==> src/rtl/rdid_responder.sv <==
`timescale 1ns/1ps
// SPI-flash-side RDID (0x9F) responder: oversamples the SPI pins in the clk domain and returns the JEDEC ID.
// Optional RDSR (0x05) support is compiled in when RDID_RSP_RDSR_EN is defined.
module rdid_responder #(
  parameter logic [7:0] MANUF_ID    = 8'h20,
  parameter logic [7:0] MEM_TYPE    = 8'h20,
  parameter logic [7:0] MEM_CAP     = 8'h15,
  parameter int         SYNC_STAGES = 2
) (
  input  logic       clk,
  input  logic       rst,
  input  logic       spisck,
  input  logic       spimosi,
  input  logic       prom_cs_n,
  output logic       spimiso,
  output logic       cmd_valid,
  output logic [7:0] cmd_byte,
  output logic       busy
);

  // state     | meaning
  // WAIT_CS   | after reset; wait for a real cs_n=1 so a frame in progress is never joined
  // IDLE      | deselected, waiting for cs fall
  // CMD       | shifting in the command byte on sck rise
  // ID_OUT    | shifting JEDEC ID bytes out on sck fall, wrapping every 3 bytes
  // STAT_OUT  | shifting the status byte (00) out on sck fall
  // IGNORE    | unknown command; spimiso held 0 until cs rise
  typedef enum logic [2:0] {
    ST_WAIT_CS,
    ST_IDLE,
    ST_CMD,
    ST_ID_OUT,
`ifdef RDID_RSP_RDSR_EN
    ST_STAT_OUT,
`endif
    ST_IGNORE
  } state_t;

  localparam int PW = $clog2(SYNC_STAGES + 1) + 1;

`ifdef RDID_RSP_RDSR_EN
  localparam logic [7:0] STATUS_BYTE = 8'h00;
`endif

  logic [SYNC_STAGES-1:0] sck_sync, mosi_sync, cs_sync;
  logic                   sck_d, cs_d;
  logic [PW-1:0]          prime_cnt;

  state_t     state, state_nxt;
  logic [7:0] shift_reg, shift_nxt;
  logic [2:0] bit_cnt, bit_cnt_nxt;
  logic [1:0] byte_idx, byte_idx_nxt;
  logic       skip_rise, skip_nxt;
  logic       miso_q, miso_nxt;
  logic       cmd_valid_q, cmd_valid_nxt;
  logic [7:0] cmd_byte_q, cmd_byte_nxt;

  logic       sck_s, mosi_s, cs_s;
  logic       sck_rise, sck_fall, cs_fall, cs_rise;
  logic [7:0] shift_in;
  logic [7:0] id_byte;

  assign sck_s    = sck_sync[SYNC_STAGES-1];
  assign mosi_s   = mosi_sync[SYNC_STAGES-1];
  assign cs_s     = cs_sync[SYNC_STAGES-1];
  assign sck_rise = sck_s & ~sck_d;
  assign sck_fall = ~sck_s & sck_d;
  assign cs_fall  = ~cs_s & cs_d;
  assign cs_rise  = cs_s & ~cs_d;
  assign shift_in = {shift_reg[6:0], mosi_s};

  always_comb begin
    case (byte_idx)
      2'd0:    id_byte = MANUF_ID;
      2'd1:    id_byte = MEM_TYPE;
      default: id_byte = MEM_CAP;
    endcase
  end

  // Sync chains reset to idle levels; prime_cnt marks when the chain holds real pin samples.
  always_ff @(posedge clk) begin
    if (!rst) begin
      sck_sync  <= '0;
      mosi_sync <= '0;
      cs_sync   <= '1;
      sck_d     <= 1'b0;
      cs_d      <= 1'b1;
      prime_cnt <= PW'(SYNC_STAGES);
    end else begin
      sck_sync  <= {sck_sync[SYNC_STAGES-2:0], spisck};
      mosi_sync <= {mosi_sync[SYNC_STAGES-2:0], spimosi};
      cs_sync   <= {cs_sync[SYNC_STAGES-2:0], prom_cs_n};
      sck_d     <= sck_s;
      cs_d      <= cs_s;
      if (prime_cnt != '0) prime_cnt <= prime_cnt - PW'(1);
    end
  end

  always_ff @(posedge clk) begin
    if (!rst) begin
      state       <= ST_WAIT_CS;
      shift_reg   <= 8'h00;
      bit_cnt     <= 3'd0;
      byte_idx    <= 2'd0;
      skip_rise   <= 1'b0;
      miso_q      <= 1'b0;
      cmd_valid_q <= 1'b0;
      cmd_byte_q  <= 8'h00;
    end else begin
      state       <= state_nxt;
      shift_reg   <= shift_nxt;
      bit_cnt     <= bit_cnt_nxt;
      byte_idx    <= byte_idx_nxt;
      skip_rise   <= skip_nxt;
      miso_q      <= miso_nxt;
      cmd_valid_q <= cmd_valid_nxt;
      cmd_byte_q  <= cmd_byte_nxt;
    end
  end

  always_comb begin
    state_nxt     = state;
    shift_nxt     = shift_reg;
    bit_cnt_nxt   = bit_cnt;
    byte_idx_nxt  = byte_idx;
    skip_nxt      = skip_rise;
    miso_nxt      = miso_q;
    cmd_valid_nxt = 1'b0;
    cmd_byte_nxt  = cmd_byte_q;

    case (state)
      ST_WAIT_CS: begin
        miso_nxt = 1'b0;
        if (prime_cnt == '0 && cs_s) state_nxt = ST_IDLE;
      end
      ST_IDLE: begin
        miso_nxt = 1'b0;
        if (cs_fall) begin
          state_nxt   = ST_CMD;
          bit_cnt_nxt = 3'd0;
          shift_nxt   = 8'h00;
          // cs fell with sck already high: the next rise does not carry a bit
          skip_nxt    = sck_s;
        end
      end
      ST_CMD: begin
        if (sck_rise) begin
          if (skip_rise) begin
            skip_nxt = 1'b0;
          end else begin
            shift_nxt   = shift_in;
            bit_cnt_nxt = bit_cnt + 3'd1;
            if (bit_cnt == 3'd7) begin
              cmd_byte_nxt  = shift_in;
              cmd_valid_nxt = 1'b1;
              byte_idx_nxt  = 2'd0;
              bit_cnt_nxt   = 3'd0;
              if (shift_in == 8'h9F)
                state_nxt = ST_ID_OUT;
`ifdef RDID_RSP_RDSR_EN
              else if (shift_in == 8'h05)
                state_nxt = ST_STAT_OUT;
`endif
              else
                state_nxt = ST_IGNORE;
            end
          end
        end
      end
      ST_ID_OUT: begin
        if (sck_fall) begin
          miso_nxt    = id_byte[3'd7 - bit_cnt];
          bit_cnt_nxt = bit_cnt + 3'd1;
          if (bit_cnt == 3'd7)
            byte_idx_nxt = (byte_idx == 2'd2) ? 2'd0 : byte_idx + 2'd1;
        end
      end
`ifdef RDID_RSP_RDSR_EN
      ST_STAT_OUT: begin
        if (sck_fall) begin
          miso_nxt    = STATUS_BYTE[3'd7 - bit_cnt];
          bit_cnt_nxt = bit_cnt + 3'd1;
        end
      end
`endif
      ST_IGNORE: miso_nxt = 1'b0;
      default:   state_nxt = ST_WAIT_CS;
    endcase

    // cs rise ends any frame and wins over an sck edge seen in the same clk
    if (state != ST_WAIT_CS && cs_rise) begin
      state_nxt     = ST_IDLE;
      shift_nxt     = 8'h00;
      bit_cnt_nxt   = 3'd0;
      byte_idx_nxt  = 2'd0;
      skip_nxt      = 1'b0;
      miso_nxt      = 1'b0;
      cmd_valid_nxt = 1'b0;
      cmd_byte_nxt  = cmd_byte_q;
    end
  end

  assign spimiso   = miso_q;
  assign cmd_valid = cmd_valid_q;
  assign cmd_byte  = cmd_byte_q;
  assign busy      = ~cs_s & (state != ST_IDLE);

endmodule

==> config.mk <==
export PLATFORM = sky130hd
export DESIGN_NAME = rdid_responder
export DESIGN_NICKNAME = d
export VERILOG_FILES = /design/src/rtl/rdid_responder.sv
export SDC_FILE = /design/constraint.sdc
export NUM_CORES = 1
export LEC_CHECK = 0
export ABC_CLOCK_PERIOD_IN_PS = 4700
export BUFFER_PORTS_ARGS = -buffer_cell sky130_fd_sc_hd__buf_2
export CORE_MARGIN = 2
export CORE_UTILIZATION = 47
export DETAILED_ROUTE_END_ITERATION = 6
export GPL_TIMING_DRIVEN = 0
export PLACE_DENSITY = 0.66
export RECOVER_POWER = 50
export SYNTH_ARGS = -nofsm -noshare
export SYNTH_HDL_FRONTEND = slang
export SYNTH_SLANG_ARGS = --single-unit
==> constraint.sdc <==
create_clock -name clk -period 4.7 [get_ports clk]
set_input_delay 0.705 -clock clk [delete_from_list [all_inputs] [get_ports clk]]
set_output_delay 0.705 -clock clk [all_outputs]
set_load 0.01 [all_outputs]
==> results.py <==
metrics = {
    "run_status": {
        "status": "completed",
    },
    "sta": {
        "timing.final.crit_share_pct": 50.76,
        "setup_viol": 0,
        "finClkSkew_ps": 17.35,
        "hold_viol_final": 0,
        "max_slew.worst_pin.slew_ps": 743.8,
        "timing.final.crit_period_ps": 2386,
        "hold_ws_ps": 422.4,
        "fmax_ghz": 0.4192,
        "setup-tns-final_ps": 0,
        "rsz0062_at_grt": "false",
        "slew_headroom_pct": 50.04,
        "slew_violations": 0,
    },
    "clock_network": {
        "tritoncts": "yes",
        "cts_made_buffers": 5,
        "clk_pin_slew_worst_paths_ps": 120,
        "postCtsResizedCells": 0,
        "cts.sink_count": 37,
        "clockBufferDepth": 2,
        "ctsRootBufferMaster": "clkbuf_4",
        "cts_hold_buf": 0,
        "cts_setup_buffers": 0,
        "htreeDepth": 2,
        "clock_latency_ps": 350,
    },
    "power": {
        "power.leakage_nw": 0.6565,
        "peakVddDrop_mv": 0.2718,
        "power_density_nw_per_um2": 381.9,
    },
    "yosys": {
        "yosys_warnings": 0,
        "async_reset_ff_share_pct": 0,
        "synth_fp_nets": 193,
        "synth_edf_count": 0,
        "avgSynthCellArea_um2": 9.155,
        "synth_top_flop_cell": "dfxtp_1",
        "yosysUniqueCellTypes": 41,
        "synthCells": 183,
        "synth-seq-cells": 37,
        "yosysSeqAreaShare_pct": 44.21,
        "synth_area_um2": 1675,
    },
    "critical_path": {
        "r2r-start": "sck_sync[1]",
        "crit_fanout": 10,
        "crit_arrival_ps": 1680,
        "crit_start": "state[2]",
        "worstSetupStartpointType": "flip-flop",
        "endpoint_kind": "primary output",
        "critical_path_class": "reg -> out",
        "cp.required_ps": 3990,
    },
    "floorplan": {
        "die-area_um2": 4058,
        "die_h_um": 63.71,
        "die_x_um": 63.71,
        "core-area_um2": 3390,
        "pin_count": 16,
        "initial_core_util_pct": 49.43,
        "num_rows": 21,
    },
    "routing": {
        "vias": 1337,
        "vias_per_cell": 5.306,
        "drc_errors": 0,
        "routedWlPerCell_um": 12.32,
        "drt-pass1-iter-count": 4,
        "antenna_left": 0,
        "first_iter_violations": 64,
        "totalWireLength_um": 3104,
    },
    "cells_and_area": {
        "num-nets-final": 215,
        "drive_gt1_share_pct": 9.223,
        "regArea_um2": 740.7,
        "largest_reg_flops": 8,
        "num_antenna_cells": 0,
        "syn_to_final_growth_pct": 12.40,
        "fillCellCount": 306,
        "multi_input_area_um2": 882.1,
    },
    "hold_path": {
        "hold_path.class": "reg -> reg",
        "holdCritStartpoint": "cs_sync[0]",
    },
    "placement": {
        "place.gp.congestion": 0.8284,
        "io_buffers": 15,
        "hpwlAfterDp_um": 2305,
    },
    "grt": {
        "grt_pass1_vias": 1231,
        "grt_pass1_wl_um": 5416,
        "track_usage_pct": 16.74,
        "overflow": 0,
        "grt_max_degree": 13,
        "antenna_found_initial": 0,
    },
    "job": {
        "max_cap_viol_count": 0,
    },
}
-- logic make-up after synthesis --
| group | Yosys count | synth area share [%] |
|---|---|---|
| AO/OA/AOI/OAI | 26 | 10.16 |
| flip-flops | 37 | 44.21 |
| XOR/XNOR | 1 | 0.5229 |
| multiplexers | 18 | 10.75 |
| adder cells (fa/ha/maj) | 5 | 3.734 |
| buffers and inverters | 14 | 3.137 |
| AND/OR/NAND/NOR | 82 | 27.48 |
-- layout by cell type, fill, tap and decap left out, drive strengths merged, types with 2 or more instances in the layout --
master and instances:
dfxtp 37, nand2 26, clkbuf 24, mux2i 18
nor2 12, nand2b 8, o21ai 8, inv 6
a21oi 6, nand3 5, ha 5, buf 5
and2 5, nor2b 4, nor3 4, nand4 4
a31oi 3, or4bb 2, a22o 2, or3b 2
-- power by group --
group          switching [W]  total, W  leakage, nW  internal, W
combinational      0.0000805  0.000135        0.311    0.0000543
clock               0.000104  0.000231       0.0445     0.000126
sequential         0.0000189  0.000354        0.301     0.000335
-- metrics by stage --
| step | cells | util, % | setup WS, ps | total power, W | area [um^2] |
|---|---|---|---|---|---|
| after floorplan | 183 | - | 2951 | 0.0004631 | 1675 |
| after global placement | 244 | 53.34 | 2703 | 0.0004877 | 1808 |
| after detailed placement | 244 | 53.34 | 2705 | 0.0004942 | 1808 |
| after CTS | 252 | 55.96 | 2325 | 0.0007279 | 1897 |
| after global routing | 252 | 55.56 | 2141 | 0.0007626 | 1883 |
| final | 252 | 55.56 | 2314 | 0.0007191 | 1883 |
-- final timing paths --
| check | to | slack (ps) | depth (start not counted) |
|---|---|---|---|
| max | busy | 2310 | 4 |
| min | cs_sync[1] | 420 | 1 |
| max reg2reg | cmd_byte[1] | 2730 | 4 |
| min reg2reg | cs_sync[1] | 420 | 1 |
-- per-layer routing --
metal  vias up  track usage [%]  share of wire [%]
met3         5            4.821                4.8
met5         -                0                  0
met2        27            26.97                 45
met1       616            21.95                 49
li1        689                -                  -
met4         0            4.348                1.1
-- area by class of cell --
type / instances / share of cell area [%]
clock inverter: 2 / 1.993
sequential: 37 / 39.34
multi-input combinational: 132 / 46.84
clock buffer: 6 / 2.724
timing repair buffer: 15 / 3.256
inverter: 6 / 1.196
buffer: 8 / 1.595
tap: 46 / 3.056
-- Yosys cell counts, drive strengths merged (2+ instances only) --
library cell	number	share of area, %
mux2i	18	11
nand4	4	1.5
dfxtp	37	44
a21oi	6	2.0
nor3	4	1.2
clkbuf	7	1.6
inv	6	1.3
nand3	5	1.5
o21ai	8	2.4
a22o	2	1.0
a31oi	3	1.1
nor2	12	2.7
or3b	2	1.2
nor2b	4	1.5
nand2	26	5.8
or4bb	2	1.3
nand2b	8	3.0
and2	5	1.9
ha	5	3.7
-- critical path, stage by stage, from the launching register on --
cell	delay [ps]
dfxtp_1	420
buf_1	390
nor2b_1	170
a21oi_1	190
buf_2	150
(Power assumes the default switching activity.)
